===== config.mk =====
export PLATFORM = sky130hd
export DESIGN_NAME = fir_output_sink
export DESIGN_NICKNAME = d
export VERILOG_FILES = /design/src/rtl/fir_audio_pkg.sv /design/src/rtl/sample_fifo.sv /design/src/rtl/fir_output_sink.sv
export SDC_FILE = /design/constraint.sdc
export NUM_CORES = 1
export LEC_CHECK = 0
export BUFFER_PORTS_ARGS = -buffer_cell sky130_fd_sc_hd__buf_2
export CAP_MARGIN = 20
export CORE_MARGIN = 2
export CORE_UTILIZATION = 39
export DETAILED_ROUTE_END_ITERATION = 8
export GPL_TIMING_DRIVEN = 0
export HOLD_SLACK_MARGIN = 0.06
export SYNTH_ARGS = -nofsm -noshare
export SYNTH_HDL_FRONTEND = slang
export SYNTH_SLANG_ARGS = --single-unit

===== constraint.sdc =====
create_clock -name clk_in -period 1.95 [get_ports clk_in]
set_input_delay 0.2925 -clock clk_in [delete_from_list [all_inputs] [get_ports clk_in]]
set_output_delay 0.2925 -clock clk_in [all_outputs]
set_load 0.01 [all_outputs]

===== src/rtl/fir_audio_pkg.sv =====
// Sample/word types and the shift-then-saturate helper shared by the FIR audio sink.
package fir_audio_pkg;

    typedef logic signed [7:0]  sample_t;
    typedef logic signed [31:0] fir_word_t;

    localparam int SAMPLE_MAX = 127;
    localparam int SAMPLE_MIN = -128;

    typedef struct packed {
        sample_t value;
        logic    clipped;
    } sat_result_t;

    // Arithmetic shift rounds toward minus infinity before clamping to the 8-bit range.
    function automatic sat_result_t saturate_shift(input fir_word_t word, input int unsigned shamt);
        fir_word_t   scaled;
        sat_result_t res;
        scaled      = word >>> shamt;
        res.value   = scaled[7:0];
        res.clipped = 1'b0;
        if (scaled > SAMPLE_MAX) begin
            res.value   = sample_t'(SAMPLE_MAX);
            res.clipped = 1'b1;
        end else if (scaled < SAMPLE_MIN) begin
            res.value   = sample_t'(SAMPLE_MIN);
            res.clipped = 1'b1;
        end
        return res;
    endfunction

endpackage


===== src/rtl/sample_fifo.sv =====
// Small synchronous sample FIFO; a push is accepted when full only if a pop happens in the same cycle.
module sample_fifo
    import fir_audio_pkg::*;
#(
    parameter int DEPTH = 4,
    parameter int FW    = $clog2(DEPTH + 1)
) (
    input  logic          clk_i,
    input  logic          rst_i,
    input  logic          push_i,
    input  sample_t       data_i,
    input  logic          pop_i,
    output sample_t       data_o,
    output logic [FW-1:0] fill_o,
    output logic          full_o
);

    localparam int AW = $clog2(DEPTH);

    sample_t       mem [DEPTH];
    logic [AW-1:0] wrPtr_q, wrPtr_d;
    logic [AW-1:0] rdPtr_q, rdPtr_d;
    logic [FW-1:0] fill_q, fill_d;
    logic          doPush;
    logic          doPop;

    always_comb begin
        doPop   = pop_i && (fill_q != '0);
        doPush  = push_i && ((fill_q != FW'(DEPTH)) || doPop);
        wrPtr_d = doPush ? wrPtr_q + AW'(1) : wrPtr_q;
        rdPtr_d = doPop  ? rdPtr_q + AW'(1) : rdPtr_q;
        fill_d  = fill_q + FW'(doPush) - FW'(doPop);
    end

    always_ff @(posedge clk_i or posedge rst_i) begin
        if (rst_i) begin
            wrPtr_q <= '0;
            rdPtr_q <= '0;
            fill_q  <= '0;
        end else begin
            wrPtr_q <= wrPtr_d;
            rdPtr_q <= rdPtr_d;
            fill_q  <= fill_d;
        end
    end

    // Storage needs no reset: the head is only meaningful while fill is non-zero.
    always_ff @(posedge clk_i) begin
        if (doPush) begin
            mem[wrPtr_q] <= data_i;
        end
    end

    assign data_o = mem[rdPtr_q];
    assign fill_o = fill_q;
    assign full_o = (fill_q == FW'(DEPTH));

endmodule


===== src/rtl/fir_output_sink.sv =====
// Decimates the non-stallable FIR output stream, scales it to 8-bit audio and queues it behind valid/ready.
module fir_output_sink
    import fir_audio_pkg::*;
#(
    parameter int DECIMATE = 4,
    parameter int SHIFT    = 8,
    parameter int DEPTH    = 4
) (
    input  logic                         clk_in,
    input  logic                         rst_in,
    input  logic                         s_axis_data_tvalid,
    input  logic signed [31:0]           s_axis_data_tdata,
    output logic                         m_axis_data_tvalid,
    output logic signed [7:0]            m_axis_data_tdata,
    input  logic                         m_axis_data_tready,
    output logic [$clog2(DEPTH+1)-1:0]   fill_out,
    output logic                         sat_out,
    output logic                         overflow_out
);

    localparam int PW = (DECIMATE > 1) ? $clog2(DECIMATE) : 1;
    localparam int FW = $clog2(DEPTH + 1);

    logic [PW-1:0] phase_q, phase_d;
    logic          stageValid_q, stageValid_d;
    sample_t       stageData_q, stageData_d;
    logic          sat_q, sat_d;
    logic          overflow_q, overflow_d;
    logic          keep;
    sat_result_t   shaped;
    logic          pop;
    logic          fifoFull;
    sample_t       fifoHead;
    logic [FW-1:0] fifoFill;

    always_comb begin
        shaped       = saturate_shift(s_axis_data_tdata, SHIFT);
        keep         = s_axis_data_tvalid && (phase_q == '0);
        phase_d      = phase_q;
        if (s_axis_data_tvalid) begin
            phase_d = (phase_q == PW'(DECIMATE - 1)) ? '0 : phase_q + PW'(1);
        end
        stageValid_d = keep;
        stageData_d  = keep ? shaped.value : stageData_q;
        sat_d        = keep && shaped.clipped;
        pop          = m_axis_data_tvalid && m_axis_data_tready;
        // A full FIFO still takes the stage sample when the head leaves in the same cycle.
        overflow_d   = overflow_q || (stageValid_q && fifoFull && !pop);
    end

    always_ff @(posedge clk_in or posedge rst_in) begin
        if (rst_in) begin
            phase_q      <= '0;
            stageValid_q <= 1'b0;
            stageData_q  <= '0;
            sat_q        <= 1'b0;
            overflow_q   <= 1'b0;
        end else begin
            phase_q      <= phase_d;
            stageValid_q <= stageValid_d;
            stageData_q  <= stageData_d;
            sat_q        <= sat_d;
            overflow_q   <= overflow_d;
        end
    end

    sample_fifo #(
        .DEPTH (DEPTH),
        .FW    (FW)
    ) u_fifo (
        .clk_i  (clk_in),
        .rst_i  (rst_in),
        .push_i (stageValid_q),
        .data_i (stageData_q),
        .pop_i  (pop),
        .data_o (fifoHead),
        .fill_o (fifoFill),
        .full_o (fifoFull)
    );

    assign m_axis_data_tvalid = (fifoFill != '0);
    assign m_axis_data_tdata  = m_axis_data_tvalid ? fifoHead : '0;
    assign fill_out           = fifoFill;
    assign sat_out            = sat_q;
    assign overflow_out       = overflow_q;

endmodule


==> results_dict.tcl <==
set metrics [dict create \
    status "finished, violations left" \
    violations "setup timing" \
    cp_max_fo 2 \
    p_per_area_nw_per_um2 1490 \
    p_int_uw 2850 \
    area_delta_synth_final_pct 24.3 \
    wl_per_cell_um 15.5 \
    seq_area_frac_synth 0.657 \
    peakVddDrop_v 0.000564 \
    setup_viol 2 \
    antenna_found_initial 0 \
    slew_viol_final 0 \
    cts_max_path_buffers 2 \
    slowest_stage "dfrtp_1" \
    fp-row-count 27 \
    critical_path.cell_chain "or3_4 > and2_4 > ha_4 > inv_2 > ha_4 > fa_2 > xnor2_2" \
    drc 0 \
    switching_power_uw 1270 \
    diodes 0 \
    syn_nets 184 \
    grt_first_pass_wirelength_um 6680 \
    cts_tree "built" \
    via_per_inst 4.97 \
    io_pins 50 \
    cpPeakStageDelay_ps 390 \
    max_slew.worst_pin.slew_ps 781 \
    fp.dieW_um 79.5 \
    grt_pass1_vias 1411 \
    worstPathRequired_ps 2140 \
    max-cap-violations 0 \
    pre_cts_ws_ps -203 \
    p_comb_frac 0.385 \
    ys_top_cells_by_area "edfxtp_1, dfrtp_1, mux4_2, ha_1, and2_1" \
    finalClockSkew_ps 4.25 \
    dieArea_um2 6320 \
    grt_max_degree 21 \
    seq_power_share 0.438 \
    synth_top_area_frac 0.432 \
    start_kind "register" \
    power.leakage_uw 0.00112 \
    critPathCaptureType "register" \
    worstSetupPathType "reg2reg" \
    num_vias 1307 \
    netlist_area_um2 2220 \
    wirelength_um 4070 \
    io_buffers 41 \
    drt_iter0_drc 54 \
    sw_frac_of_total 0.308 \
    drt_first_pass_iters 4 \
    fin_nets 235 \
    dpl.hpwl_um 2880 \
    yosys_warnings 0 \
    synth.avg_cell_area_um2 16.0 \
    hold_violations 0 \
    place.gp.congestion 0.766 \
    crit_family "adder cells" \
    min_period_ps 2010 \
    h-tree-depth 2 \
    synthCells 139 \
    maxSlewHeadroom 0.479 \
    clkPwrFrac 0.177 \
    gr-total-overflow 0 \
    cts_root_buffer "clkbuf_8" \
    whs_ps 119 \
    start_util 0.404 \
    rsz0062_at_grt "true" \
    clkLatencyLatePin_ps 300 \
    fin_crit_sh 1.03 \
    die_h_um 79.5 \
    ys_types 29 \
    crit_buf_inv 1 \
    core_area_um2 5510 \
    setup_slack_ps -60.2 \
    crit_top_cell "ha_4" \
    drtAntennaViolNets 0 \
    hp-class "in2async" \
    numCtsBuffers 5 \
    critPathArrivalTime_ps 2200 \
    clkSlewWorstSetupHoldPaths_ps 90 \
    drive_gt1_frac 0.461 \
    cts_hold_buf 0 \
    clock-sinks 52 \
    clock.fmax_ghz 0.497 \
    grt_use_total 0.141 \
    synth.largest_area_cell "edfxtp_1" \
    synth-seq-cells 52 \
]
-- cells in the mapped netlist --
library cell	n
and2_4	1
nor4b_1	1
buf_6	1
nand4_1	4
nor4_1	4
o21a_1	1
xor2_1	2
and2b_1	1
and4_1	1
fa_1	1
a221o_2	7
edfxtp_1	32
and2_1	13
o41ai_2	1
ha_1	8
o21ai_0	3
a21o_1	1
clkbuf_1	1
nor3_2	1
nor2_1	3
buf_2	3
nand2_2	1
dfrtp_1	20
nand2_1	4
inv_1	11
a211oi_1	1
or3_1	1
mux4_2	8
xnor2_1	3
-- state kept, by name (all words and copies together) (netlist names) --
register        count
stageData_q         8
u_fifo.rdPtr_q      2
sat_out             1
phase_q             2
u_fifo.fill_o       3
u_fifo.wrPtr_q      2
stageValid_q        1
overflow_out        1
u_fifo.mem         32
-- power by group through the flow --
stage                     Clock [uW]  Combinational, uW  Sequential [uW]
final                            730               1590             1810
after global routing             790               1750             1850
after CTS                        744               1430             1810
after detailed placement           0               1360             1800
after global placement             0               1310             1760
after floorplan                    0                947             1760
-- routing by layer --
metal | vias to the layer above | global-route usage | part of all wire
met5 | - | 0 | 0
li1 | 623 | - | -
met2 | 38 | 0.258 | 0.52
met1 | 639 | 0.161 | 0.42
met3 | 7 | 0.0328 | 0.045
met4 | 0 | 0.0466 | 0.015
-- path summary, 6_finish.rpt --
| path | startpoint | endpoint | slack (ps) | cells past startpoint |
|---|---|---|---|---|
| hold reg to reg | overflow_out | overflow_out | 460 | 1 |
| min in group clk_in | s_axis_data_tdata[14] | stageData_q[6] | 220 | 2 |
| setup reg to reg | u_fifo.fill_o[0] | u_fifo.fill_o[2] | -60 | 7 |
| max in group asynchronous | rst_in | stageData_q[4] | 1340 | 2 |
| setup / recovery | u_fifo.fill_o[0] | u_fifo.fill_o[2] | -60 | 7 |
| hold / removal | rst_in | stageValid_q | 120 | 2 |
-- metrics by stage --
step,area [um^2],std cells,power [uW],util,TNS (ps)
4_1_cts,2720,265,3980,0.493,-207
3_5_place_dp,2550,252,3160,0.464,-389
2_1_floorplan,2260,139,2710,-,-290
5_1_grt,2760,263,4390,0.502,-313
3_3_place_gp,2550,252,3070,0.464,-290
6_report,2760,263,4120,0.502,-69.6
-- worst reg2reg max path, stage by stage (launching register included) --
cell     delay (ps)
dfrtp_1         390
or3_4           390
and2_4          160
ha_4            250
inv_2            30
ha_4            150
fa_2            370
xnor2_2         140
-- placed cells by master, fill, tap and decap left out, types with 2 or more instances in the layout --
cell type	Yosys	final
xnor2_1	3	2
mux4_2	8	8
dfrtp_1	20	20
nand2_1	4	4
inv_1	11	10
clkbuf_8	0	5
xor2_1	2	2
nand4_1	4	4
nor2_1	3	3
edfxtp_1	32	32
ha_4	0	2
buf_2	3	37
nor4_1	4	4
and2_4	1	5
a221o_2	7	7
buf_6	1	5
and2_1	13	9
ha_1	8	6
buf_4	0	6
o21ai_0	3	3
-- logic make-up after synthesis --
family | synth area share
XOR/XNOR | 0.0197
adder cells (fa/ha/maj) | 0.0540
multiplexers | 0.0810
AO/OA/AOI/OAI | 0.0597
buffers and inverters | 0.0321
AND/OR/NAND/NOR | 0.0962
flip-flops | 0.657
-- what timing repair did --
item                                    4_1_cts  5_1_grt
endpoints found under the setup margin       10       42
pin swaps                                     3        3
gates resized for setup                       3       13
gates cloned                                  0        0
setup buffers                                 6        0
-- area by class of cell --
class / count / area, um^2
fillers: 484 / 2740
flip-flops and latches: 52 / 1460
multi-input cells: 71 / 757
repair buffers: 47 / 275
well taps: 72 / 90.1
clock buffers: 5 / 68.8
clock inverters: 3 / 42.5
inverters: 11 / 41.3
plain buffers: 2 / 26.3
Power figures use the tool's default switching activity.
